### src/rtl/counter_step_ctrl.sv
// Command sequencer for the shared up/down counter: accepts GOTO/SWEEP commands,
// emits paced single-cycle step pulses with direction, and reports completion or abort.
module counter_step_ctrl #(
    parameter int WIDTH    = 4,
    parameter int STEP_GAP = 2,
    parameter int REP_W    = 4
) (
    input  logic             clk,
    input  logic             rst,
    input  logic             cmd_valid,
    output logic             cmd_ready,
    input  logic             cmd_mode,
    input  logic [WIDTH-1:0] cmd_target,
    input  logic [REP_W-1:0] cmd_reps,
    input  logic             abort,
    input  logic [WIDTH-1:0] cnt_q,
    output logic             step_en,
    output logic             up_dn,
    output logic             busy,
    output logic             done,
    output logic             aborted
);

    localparam int TW = (STEP_GAP > 1) ? $clog2(STEP_GAP) : 1;

    typedef enum logic [2:0] {
        S_IDLE   = 3'd0,
        S_EVAL   = 3'd1,
        S_STEP   = 3'd2,
        S_WAIT   = 3'd3,
        S_FINISH = 3'd4
    } state_t;

    state_t state_reg, state_next;

    logic             cmd_ready_reg, cmd_ready_next;
    logic             step_en_reg, step_en_next;
    logic             up_dn_reg, up_dn_next;
    logic             busy_reg, busy_next;
    logic             done_reg, done_next;
    logic             aborted_reg, aborted_next;

    logic             mode_reg;
    logic [WIDTH-1:0] target_reg;
    logic [WIDTH-1:0] goal_reg;
    logic [REP_W-1:0] reps_reg;
    logic [REP_W-1:0] rep_cnt_reg;
    logic             phase_up_reg;
    logic [TW-1:0]    wait_cnt_reg;

    logic             accept;
    logic             abort_take;
    logic             at_goal;
    logic             wait_last;
    logic             last_rep;
    logic [REP_W:0]   rep_inc;
    logic [REP_W:0]   reps_eff;

    assign accept     = cmd_valid && cmd_ready_reg;
    assign abort_take = abort && ((state_reg == S_EVAL) || (state_reg == S_STEP) ||
                                  (state_reg == S_WAIT));
    assign at_goal    = (cnt_q == goal_reg);
    assign wait_last  = (wait_cnt_reg == TW'(STEP_GAP - 1));
    assign rep_inc    = (REP_W+1)'(rep_cnt_reg) + (REP_W+1)'(1);
    // A repetition count of zero still runs one up/down pass
    assign reps_eff   = (reps_reg == '0) ? (REP_W+1)'(1) : (REP_W+1)'(reps_reg);
    assign last_rep   = (rep_inc >= reps_eff);

    // State and registered outputs
    always_ff @(posedge clk or negedge rst) begin
        if (!rst) begin
            state_reg     <= S_IDLE;
            cmd_ready_reg <= 1'b1;
            step_en_reg   <= 1'b0;
            up_dn_reg     <= 1'b1;
            busy_reg      <= 1'b0;
            done_reg      <= 1'b0;
            aborted_reg   <= 1'b0;
        end else begin
            state_reg     <= state_next;
            cmd_ready_reg <= cmd_ready_next;
            step_en_reg   <= step_en_next;
            up_dn_reg     <= up_dn_next;
            busy_reg      <= busy_next;
            done_reg      <= done_next;
            aborted_reg   <= aborted_next;
        end
    end

    always_comb begin
        state_next = state_reg;
        case (state_reg)
            S_IDLE: begin
                if (accept) state_next = S_EVAL;
            end
            S_EVAL: begin
                // Abort wins over whatever the compare would have decided
                if (abort)              state_next = S_FINISH;
                else if (!at_goal)      state_next = S_STEP;
                else if (!mode_reg)     state_next = S_FINISH;
                else if (phase_up_reg)  state_next = S_EVAL;
                else if (last_rep)      state_next = S_FINISH;
                else                    state_next = S_EVAL;
            end
            S_STEP: begin
                state_next = abort ? S_FINISH : S_WAIT;
            end
            S_WAIT: begin
                if (abort)          state_next = S_FINISH;
                else if (wait_last) state_next = S_EVAL;
            end
            S_FINISH: begin
                state_next = S_IDLE;
            end
            default: begin
                state_next = S_IDLE;
            end
        endcase
    end

    always_comb begin
        cmd_ready_next = (state_next == S_IDLE);
        busy_next      = (state_next == S_EVAL) || (state_next == S_STEP) ||
                         (state_next == S_WAIT);
        step_en_next   = (state_next == S_STEP);
        done_next      = (state_next == S_FINISH);
        up_dn_next     = up_dn_reg;
        if ((state_reg == S_EVAL) && (state_next == S_STEP)) up_dn_next = (cnt_q < goal_reg);
        aborted_next   = aborted_reg;
        if (accept)          aborted_next = 1'b0;
        else if (abort_take) aborted_next = 1'b1;
    end

    // Command latch, sweep phase/goal bookkeeping and inter-step timer
    always_ff @(posedge clk or negedge rst) begin
        if (!rst) begin
            mode_reg     <= 1'b0;
            target_reg   <= '0;
            goal_reg     <= '0;
            reps_reg     <= '0;
            rep_cnt_reg  <= '0;
            phase_up_reg <= 1'b1;
            wait_cnt_reg <= '0;
        end else begin
            if (accept) begin
                mode_reg     <= cmd_mode;
                target_reg   <= cmd_target;
                goal_reg     <= cmd_target;
                reps_reg     <= cmd_reps;
                rep_cnt_reg  <= '0;
                phase_up_reg <= 1'b1;
            end else if ((state_reg == S_EVAL) && !abort && at_goal && mode_reg) begin
                if (phase_up_reg) begin
                    goal_reg     <= '0;
                    phase_up_reg <= 1'b0;
                end else begin
                    rep_cnt_reg <= rep_inc[REP_W-1:0];
                    if (!last_rep) begin
                        goal_reg     <= target_reg;
                        phase_up_reg <= 1'b1;
                    end
                end
            end
            if (state_reg == S_STEP)      wait_cnt_reg <= '0;
            else if (state_reg == S_WAIT) wait_cnt_reg <= wait_cnt_reg + TW'(1);
        end
    end

    assign cmd_ready = cmd_ready_reg;
    assign step_en   = step_en_reg;
    assign up_dn     = up_dn_reg;
    assign busy      = busy_reg;
    assign done      = done_reg;
    assign aborted   = aborted_reg;

endmodule

### config.mk
export PLATFORM = sky130hd
export DESIGN_NAME = counter_step_ctrl
export DESIGN_NICKNAME = d
export VERILOG_FILES = /design/src/rtl/counter_step_ctrl.sv
export SDC_FILE = /design/constraint.sdc
export NUM_CORES = 1
export LEC_CHECK = 0
export CORE_ASPECT_RATIO = 1.5
export CORE_UTILIZATION = 45
export CTS_CLUSTER_DIAMETER = 80
export CTS_CLUSTER_SIZE = 25
export DETAILED_ROUTE_END_ITERATION = 6
export PLACE_DENSITY = 0.72
export RECOVER_POWER = 100
export REMOVE_ABC_BUFFERS = 1
export SLEW_MARGIN = 20
export SYNTH_ARGS = -nofsm -noshare
export SYNTH_HDL_FRONTEND = slang
export SYNTH_SLANG_ARGS = --single-unit
### constraint.sdc
create_clock -name clk -period 2.48 [get_ports clk]
set_input_delay 0.248 -clock clk [delete_from_list [all_inputs] [get_ports clk]]
set_output_delay 0.248 -clock clk [all_outputs]
set_load 0.02 [all_outputs]
==> impl_results.md <==
- Diodes inserted: 0
- Relative slew slack: 1.80%
- Mean Syn Cell Area: 9.54 um2
- Routed len/inst: 13.2 um
- #FFs+latches synth: 28
- First DRT Iteration DRCs: 26
- CP Max Fanout: 6
- Share of layout cells above drive strength 1: 10.7%
- Area grow syn2layout: 27.6%
- Final Cell Area: 1800 um2
- CTS root buf: clkbuf_8
- CP max stage delay: 0.43 ns
- DIE AREA: 3370 um2
- CTS tree: yes
- Multi-input gate area: 669 um2
- FP Rows: 24
- Clk_skew: 0.00540 ns
- Final HPWL DP: 2.18 mm
- P_leak: 0.845 nW
- Largest net degree at the start of global routing: 29
- Global-route wire length before repair: 4.87 mm
- PortBufs: 22
- Fill cells: 267
- RSZ-0062 raised after global routing: false
- Nets: 204
- Storage element area: 704 um2
- TritonCTS Buffers: 3
- WP data arrival: 2.52 ns
- Critical path's top delay family: compound AO/OA/AOI/OAI gates
- Final slew viol count: 0
- Distinct cell type count after synthesis: 33
- Worst path depth: 9
- Buf/Inv on CP: 1
- Setup ws final: 0.116 ns
- Worst setup SP type: flip-flop
- CP Cell Sequence: ha_2 -> xor2_1 -> ha_1 -> a21oi_1 -> o21ai_0 -> buf_4 -> a311o_2 -> a221oi_1 -> nor2_1
- Core area: 2940 um2
- Max Cap Violations: 0
- Endpoints failing setup: 0
- Vias in the first global route: 1195
- Cell internal pwr: 1.15 mW
- Pre-antenna DRT Iters: 4
- PwrDens: 974 nW/um2
- Status: completed
- Fmax: 423 MHz
- Synth warn: 0
- Vias/cell: 5.23
- Period utilization: 95.3%
- DP Worst Slack: -0.0608 ns
- Slowest CP cell: a311o_2
- Gr usage total: 19.8%
- Clock power share: 19.9%
- Placed Area: 1710 um2
- Clock sink total: 28
- Crit path kind: flip-flop to flip-flop
- Setup crit end kind: flip-flop
- Hold depth: 2
- NetSw: 0.608 mW
- Antenna violations before repair: 0
- Die Y: 70.6 um
- VDD IR max: 0.594 mV
- Boundary pin count: 23
- Sequential share of the synthesized area: 49.9%
- Final Hold Viols: 0
- Worst-Skew Late Latency: 0.27 ns
- WHS: 0.497 ns
- Starting Density: 48.0%
- Detail Route Antenna Nets: 0
- H-tree depth: 1
- Synthesized instance count: 148
- Synthesized area: 1410 um2
- Setup TNS: 0 ns
- Final GP Congestion: 0.804
- Detailed-route via count: 1130
- Sequential share of power: 42.1%
- CP required: 2.64 ns
- DRC Markers: 0
- Worst hold path class: flip-flop to flip-flop
- Grt ovf: 0
- Max clock buf depth: 2
- Switching share of power: 34.7%
- Worst-Margin Slew: 1.47 ns
- R2R cell count: 9
- Clock transition at path regs: 0.09 ns
- Comb pwr share: 38.0%
- Die width: 47.7 um
- Routed WL: 2.85 mm
- Final min period: 2.36 ns
## cell usage in the layout (no fill, tap or decap), types with 2 or more instances in the layout
cell,count
xor2_1,2
nand2_1,26
o21ai_0,8
dfstp_2,2
a21oi_1,5
buf_4,4
ha_1,8
nor2_1,19
xnor2_1,3
clkbuf_8,3
dlygate4sd3_1,7
inv_1,10
clkdlybuf4s50_1,15
nand2b_1,4
a211o_1,2
nor2b_1,3
dfrtp_1,25
a221oi_2,3
a31oi_1,3
clkbuf_1,3
## metal layers
metal / wire length, um / track usage [%] / vias up
li1: - / - / 557
met1: 1150 / 22.4 / 547
met2: 1570 / 34.2 / 20
met3: 71 / 2.30 / 6
met4: 61 / 9.57 / 0
met5: 0 / 0 / -
## cells by family after synthesis
kind of cell	Yosys count	synth area share (%)
and+or+nand+nor	61	19.5
AOI/OAI and AO/OA	28	14.0
DFF	28	49.9
buffers and inverters	15	3.99
adders and majority gates	9	7.98
xor gates and xnor gates	5	3.10
muxes	2	1.51
## stage by stage
stage,cells,util [%],power (mW)
global placement,211,58.2,1.39
finish,216,61.2,1.75
floorplan,143,-,1.15
detailed placement,211,58.2,1.43
global route,216,61.2,1.89
CTS,215,60.9,1.79
## final timing paths
path | start | end | slack [ns]
worst min-delay path | reps_reg[0] | reps_reg[0] | 0.50
min in group asynchronous | rst | reps_reg[2] | 0.85
max in group asynchronous | rst | rep_cnt_reg[0] | 0.76
worst min register to register | reps_reg[0] | reps_reg[0] | 0.50
worst max-delay path | rep_cnt_reg[1] | goal_reg[2] | 0.12
worst max register to register | rep_cnt_reg[1] | goal_reg[2] | 0.12
## cell type report
cell class	instances	share of cell area (%)
Clock inverter	1	1.67
Inverter	10	2.08
Clock buffer	3	2.29
Timing Repair Buffer	30	14.9
Sequential cell	28	39.1
Multi-Input combinational cell	105	37.2
Tap cell	39	2.71
## Yosys cell counts
library cell	count	area share [%]
o21a_1	1	0.53
a21o_1	1	0.53
a31o_2	1	0.62
mux2i_1	1	0.71
mux2_2	1	0.80
a221oi_1	4	2.5
clkbuf_1	5	1.3
ha_1	9	8.0
or3_1	1	0.44
nand2b_1	4	1.8
nor4_1	1	0.44
a211oi_4	1	1.4
a21oi_1	5	1.8
inv_1	10	2.7
o31ai_1	1	0.53
xor2_1	2	1.2
nand2_1	26	6.9
and2_1	1	0.44
a211o_1	2	1.2
nand3_1	1	0.35
or4_4	1	0.80
xnor2_1	3	1.9
nand4_1	1	0.44
nor2b_1	3	1.3
a31oi_1	3	1.3
dfrtp_1	25	44
nor2_1	19	5.1
nor3_1	1	0.35
o21ai_0	8	2.8
a311o_1	1	0.71
or3b_1	1	0.62
dfstp_2	3	5.6
nor3b_1	1	0.53
## tightest hold or removal path, stage by stage, from the launching register on
cell and delay, ns:
dfrtp_1 0.36, nand2_1 0.05, nand2_1 0.06
## power by group through the flow
stage	logic, mW	clock network [mW]	registers (mW)
final	0.667	0.350	0.738
after global routing	0.747	0.383	0.758
after CTS	0.694	0.359	0.736
after detailed placement	0.685	0	0.742
after global placement	0.659	0	0.732
after floorplan	0.373	0	0.775
## timing repair
action,CTS,global route
pin swaps,0,4
endpoints found under the setup margin,1,4
hold buffers,0,0
buffers inserted,0,1
resized for setup,1,4
Power figures use the tool's default switching activity.
